`config.mk`:
```
export PLATFORM = sky130hd
export DESIGN_NAME = multiplexer_flat
export DESIGN_NICKNAME = d
export VERILOG_FILES = /design/src/rtl/multiplexer_pkg.sv /design/src/rtl/multiplexer_if.sv /design/src/rtl/multiplexer.sv /design/src/flat_wrapper.sv
export SDC_FILE = /design/constraint.sdc
export NUM_CORES = 1
export LEC_CHECK = 0
export ABC_AREA = 1
export CORE_UTILIZATION = 29
export CTS_BUF_LIST = sky130_fd_sc_hd__clkbuf_4 sky130_fd_sc_hd__clkbuf_8
export DETAILED_ROUTE_END_ITERATION = 8
export PLACE_DENSITY = 0.82
export SLEW_MARGIN = 20
export SYNTH_ARGS = -nofsm -noshare
export SYNTH_HDL_FRONTEND = slang
export SYNTH_SLANG_ARGS = --single-unit
```
`constraint.sdc`:
```
create_clock -name clk -period 0.95 [get_ports clk]
set_input_delay 0.1425 -clock clk [delete_from_list [all_inputs] [get_ports clk]]
set_output_delay 0.1425 -clock clk [all_outputs]
set_load 0.03 [all_outputs]
```
`src/rtl/multiplexer_pkg.sv`:
```
// Shared datapath definitions for the 32-bit RISC core: the address width,
// the address type and the encodings of the memory-address source select.
package riscv_pkg;

  localparam int unsigned ADDR_W = 28;

  typedef logic [ADDR_W-1:0] addr_t;

  // Select encodings for the memory-address source.
  localparam logic SEL_PC = 1'b1;
  localparam logic SEL_IR = 1'b0;

endpackage : riscv_pkg

```
`src/rtl/multiplexer_if.sv`:
```
// Address-source bus between the fetch/decode control and the memory
// controller: select and address inputs, plus the selected and registered outputs.
interface multiplexer_if #(
  parameter int unsigned ADDR_W = riscv_pkg::ADDR_W
);

  logic              fetch;
  logic [ADDR_W-1:0] irout;
  logic [ADDR_W-1:0] pcout;
  logic [ADDR_W-1:0] address;
  logic [ADDR_W-1:0] address_q;
  logic              fetch_q;
  logic              sel_change;

  // Control side: drives the select and both candidate addresses.
  modport master (
    output fetch, irout, pcout,
    input  address, address_q, fetch_q, sel_change
  );

  // Selector side: the multiplexer itself.
  modport slave (
    input  fetch, irout, pcout,
    output address, address_q, fetch_q, sel_change
  );

endinterface : multiplexer_if

```
`src/rtl/multiplexer.sv`:
```
// Memory-address source selector: picks the PC during fetch and the IR address
// field otherwise, with a registered copy of address/select and a select-change flag.
module multiplexer #(
  parameter int unsigned              ADDR_W   = riscv_pkg::ADDR_W,
  parameter logic [ADDR_W-1:0]        RST_ADDR = '0
) (
  input  logic          clk,
  input  logic          rst,
  multiplexer_if.slave  bus
);

  import riscv_pkg::*;

  logic [ADDR_W-1:0] address_d;
  logic [ADDR_W-1:0] address_q;
  logic              fetch_d;
  logic              fetch_q;

  // A plain ternary keeps an X select visible on the address rather than masking it.
  always_comb begin
    address_d = bus.fetch ? bus.pcout : bus.irout;
    fetch_d   = bus.fetch;
  end

  // NOTE: non-blocking assignments here so every register samples the pre-edge
  // values; the reset branch is asynchronous and needs no clock to take effect.
  always_ff @(posedge clk or posedge rst) begin
    if (rst) begin
      address_q <= RST_ADDR;
      fetch_q   <= SEL_IR;
    end else begin
      address_q <= address_d;
      fetch_q   <= fetch_d;
    end
  end

  assign bus.address    = address_d;
  assign bus.address_q  = address_q;
  assign bus.fetch_q    = fetch_q;
  assign bus.sel_change = bus.fetch ^ fetch_q;

endmodule : multiplexer

```
`src/flat_wrapper.sv`:
```
// flat-port wrapper written by rule: the top's interface ports become plain ports
module multiplexer_flat import riscv_pkg::*;
#(
  parameter int unsigned              ADDR_W   = riscv_pkg::ADDR_W,
  parameter logic [ADDR_W-1:0]        RST_ADDR = '0
)
  (clk, rst, bus_fetch, bus_irout, bus_pcout, bus_address, bus_address_q, bus_fetch_q, bus_sel_change);
  multiplexer_if #(.ADDR_W(ADDR_W)) bus_i ();
  input  logic clk;
  input  logic rst;
  input wire logic [$bits(bus_i.fetch)-1:0] bus_fetch;
  input wire logic [$bits(bus_i.irout)-1:0] bus_irout;
  input wire logic [$bits(bus_i.pcout)-1:0] bus_pcout;
  output wire logic [$bits(bus_i.address)-1:0] bus_address;
  output wire logic [$bits(bus_i.address_q)-1:0] bus_address_q;
  output wire logic [$bits(bus_i.fetch_q)-1:0] bus_fetch_q;
  output wire logic [$bits(bus_i.sel_change)-1:0] bus_sel_change;
  assign bus_i.fetch = bus_fetch;
  assign bus_i.irout = bus_irout;
  assign bus_i.pcout = bus_pcout;
  assign bus_address = bus_i.address;
  assign bus_address_q = bus_i.address_q;
  assign bus_fetch_q = bus_i.fetch_q;
  assign bus_sel_change = bus_i.sel_change;
  multiplexer #(.ADDR_W(ADDR_W), .RST_ADDR(RST_ADDR)) u_core (.clk(clk), .rst(rst), .bus(bus_i));
endmodule
```
* Yosys cells after proc, flatten, opt, wreduce, memory -nomap -nowiden
Index checks and enable logic that the tools add are counted.
Widths: inputs -> output; s select.
** Word-level totals
- Register bits after elaboration :: 29
- Input port bits :: 59
- Output and inout bits :: 58
- Logic and storage cells :: 4
** Operators by class
- Multiplexer cells :: 1
- Bitwise logic cells :: 1
** Operators by type and width (count)
- $mux 28 :: 1
- $xor 1x1->1 :: 1

* Depth between registers and ports, before layout
Gate-level depths: netlist (run 1).
- Depth after elaboration :: 1
- Gate-level depth with buffers :: 5
- Depth with buffers taken out :: 3

* Least setup slack after synthesis (run 1)
No wires, ideal clock.
- Path kind :: register to output
- Start :: register u_core.fetch_q (netlist: u_core.bus.fetch_q)
- End :: output bus_sel_change
- Arrival time :: 818 ps
- Data required time :: 808 ps
- Path slack :: -10 ps
- Stages on the path, launching flop included :: 4
- Buffers on the path :: 0
- Cells stage by stage :: dfrtp_1 inv_1 nand2_1 nand2_1
** Between the ends
- Word-level cells in the longest chain between the ends :: 1
** RTL lines
- start, declared :: line multiplexer.sv:17 : logic fetch_q;
- start signal, assigned :: line multiplexer.sv:33 : fetch_q <= fetch_d;
- $xor 1x1->1 :: line multiplexer.sv:40 : assign bus.sel_change = bus.fetch ^ fetch_q;
- end, declared :: line flat_wrapper.sv:17 : output wire logic [$bits(bus_i.sel_change)-1:0] bus_sel_change;
Every way passes these cells.

* Worst setup path after layout (run 1)
Same ends and word-level chain as after synthesis.

==> results of run 1 <==
## how the worst max path moves through the flow
stage                                   from  slack [ps]  cells past startpoint         endpoint
after floorplan           u_core.bus.fetch_q          40                      2   bus_sel_change
after global placement             bus_fetch        -400                      5  bus_address[18]
after detailed placement           bus_fetch        -430                      5  bus_address[18]
after CTS                 u_core.bus.fetch_q        -130                      4   bus_sel_change
after global routing      u_core.bus.fetch_q        -180                      4   bus_sel_change
final                     u_core.bus.fetch_q        -130                      4   bus_sel_change
## power by group
group	leakage, nW	internal [mW]	switching, mW
Sequential	0.347	1.33	0.0418
Clock	0.0477	0.601	0.403
Combinational	1.21	0.752	0.744
Total	1.61	2.68	1.19
## worst max-delay path, delay by kind of cell, from the launching register on
kind,cells,cell delay (ps)
simple gates,2,110
buf+inv,2,180
flops,1,380
## cell families after synthesis
kind of cell           share of synthesized area
buffers and inverters                    0.05292
DFF                                       0.6532
and+or+nand+nor                           0.2939
## synthesized netlist by cell type, drive strengths merged
cell type,number,area [um2]
nand2,87,326.6
dfrtp,29,725.7
buf,6,47.54
inv,3,11.26
## flip-flops by register name, summed over array words and instances, names as in the netlist
| register | flops |
|---|---|
| u_core.bus.address_q | 28 |
| u_core.bus.fetch_q | 1 |
## timing repair
item / in CTS / in global routing
resized for setup: 117 / 28
setup endpoints to repair: 45 / 56
pin swaps: 66 / 2
gates cloned: 1 / 2
setup buffers: 28 / 1
## cell type report
class,instances,area [um2]
sequential,29,725.7
clock buffer,7,90.09
inverter,3,16.27
timing repair buffer,164,1632
tap,48,60.06
fill,263,743.2
multi-input combinational,87,394.1
## per-stage QoR
step,utilization,hold slack (ps),total power [mW]
floorplan,-,173.9,1.941
global placement,0.6350,495.6,2.597
detailed placement,0.6350,505.0,2.614
CTS,0.7546,209.4,3.815
global route,0.7970,172.1,4.077
finish,0.7970,180.9,3.871
## routing by layer
metal  vias up  part of all wire  global-route usage
met3         2             0.092             0.06607
met5         -                 0                   0
li1        700                 -                   -
met1       664              0.34              0.2203
met2        74              0.57              0.4149
met4         0            0.0028             0.04261
==> impl_metrics.py, run 1 <==
metrics = {
    "status": {
        "status": "finished, violations left",
        "failed_checks": "setup timing",
    },
    "global_routing": {
        "grt-ovfl-total": 0,
        "grt_pass1_wl_um": 6534,
        "grtUsageTotal": 0.2133,
        "antenna_found_initial": 0,
        "grt_pass1_vias": 1425,
        "grt_max_degree": 30,
    },
    "worst_setup_path": {
        "crit_required_ps": 810,
        "slowest_stage": "dfrtp_1",
        "crit_path_max_fanout": 3,
        "crit_path_end_kind": "output port",
        "startpoint_type": "register",
        "crit_arrival_ps": 930,
        "crit_path_max_incr_delay_ps": 380,
        "critPathKind": "register to output port",
        "crit_path_cell_trace": "inv_1 -> nand2_1 -> nand2_2 -> buf_6",
    },
    "worst_hold_path": {
        "min_path_cells": 2,
        "holdCritStartpoint": "bus_fetch",
        "holdPathEnd": "u_core.bus.fetch_q",
        "hold_class": "input port to register",
    },
    "finish": {
        "final_nets": 349,
        "drive_gt1_frac": 0.4897,
        "finalInstanceArea_um2": 2918,
        "mostFrequentLayoutCells": "nand2_1 (60), dlygate4sd2_1 (54), buf_6 (52)",
        "insertedDiodeCount": 0,
        "area_delta_synth_final_pct": 162.6,
        "instances_no_fill": 338,
        "layout_commonest_cell": "nand2_1",
    },
    "clock_tree": {
        "cts_buffer_depth": 2,
        "cts_tree": "yes",
        "numCtsBuffers": 5,
        "cts.sinks": 29,
        "cts-root-buf": "clkbuf_8",
        "hold_buffers": 0,
        "cts_htree_levels": 2,
        "path_clk_slew_ps": 50,
    },
    "timing": {
        "setup_viol": 2,
        "final_hold_viol_count": 0,
        "maxSlewViolCount": 0,
        "relSlewSlack": 0.8940,
        "period_share": 1.132,
        "worst_pin_slew_ps": 159.0,
        "setup_ws_ps": -125.5,
        "rsz0062_at_grt": "true",
        "tns_ps": -230.6,
        "period_minus_slack_ps": 1075,
        "max_freq_mhz": 929.8,
    },
    "detailed_routing": {
        "drc": 0,
        "drt.antenna.violating_nets": 0,
        "first_pass_iters": 4,
        "via_per_inst": 4.260,
        "wl_per_cell_um": 12.68,
        "vias": 1440,
        "drtIter0Drc": 25,
        "routed_wl_um": 4285,
    },
    "floorplanning": {
        "rows": 22,
        "initial_core_util": 0.3035,
        "fp.dieW_um": 63.90,
        "dieHeight_um": 63.90,
        "coreArea_um2": 3661,
        "io_pins": 117,
        "die_area_um2": 4083,
    },
    "logic_synthesis": {
        "ys_ff_latch": 29,
        "synth_cell_types": 7,
        "synth_area_um2": 1111,
        "yosys_warnings": 0,
        "synth_cells": 125,
        "synth-seq-area-share": 0.6532,
        "syn-num-nets": 184,
        "syn_avg_cell_area_um2": 8.889,
    },
    "power_and_ir_drop": {
        "power_density_nw_per_um2": 1327,
        "p_leak_nw": 1.609,
        "vdd_drop_max_mv": 0.8166,
    },
    "flow_run": {
        "drv_cap": 0,
    },
    "placement": {
        "gp_congestion": 0.7412,
        "place_inst": 299,
        "port_buffers": 116,
        "place.detailed.hpwl_um": 2699,
        "place_ws_ps": -430.2,
        "place_area_um2": 2325,
    },
}
Power figures use the tool's default switching activity.
==> inputs of run 2 (changes only) <==
--- a/config.mk
+++ b/config.mk
@@ -8,6 +8,7 @@
 export ABC_AREA = 1
 export CORE_UTILIZATION = 29
 export CTS_BUF_LIST = sky130_fd_sc_hd__clkbuf_4 sky130_fd_sc_hd__clkbuf_8
+export CTS_CLUSTER_SIZE = 25
 export DETAILED_ROUTE_END_ITERATION = 8
 export PLACE_DENSITY = 0.82
 export SLEW_MARGIN = 20
==> results of run 2 <==
No change in the layout: final DEF, timing and power equal those of run 1.
==> inputs of run 3 (changes only) <==
--- a/config.mk
+++ b/config.mk
@@ -10,6 +10,7 @@
 export CTS_BUF_LIST = sky130_fd_sc_hd__clkbuf_4 sky130_fd_sc_hd__clkbuf_8
 export CTS_CLUSTER_SIZE = 25
 export DETAILED_ROUTE_END_ITERATION = 8
+export GPL_ROUTABILITY_DRIVEN = 0
 export PLACE_DENSITY = 0.82
 export SLEW_MARGIN = 20
 export SYNTH_ARGS = -nofsm -noshare
==> results of run 3 <==
No change in the layout: final DEF, timing and power equal those of run 1.
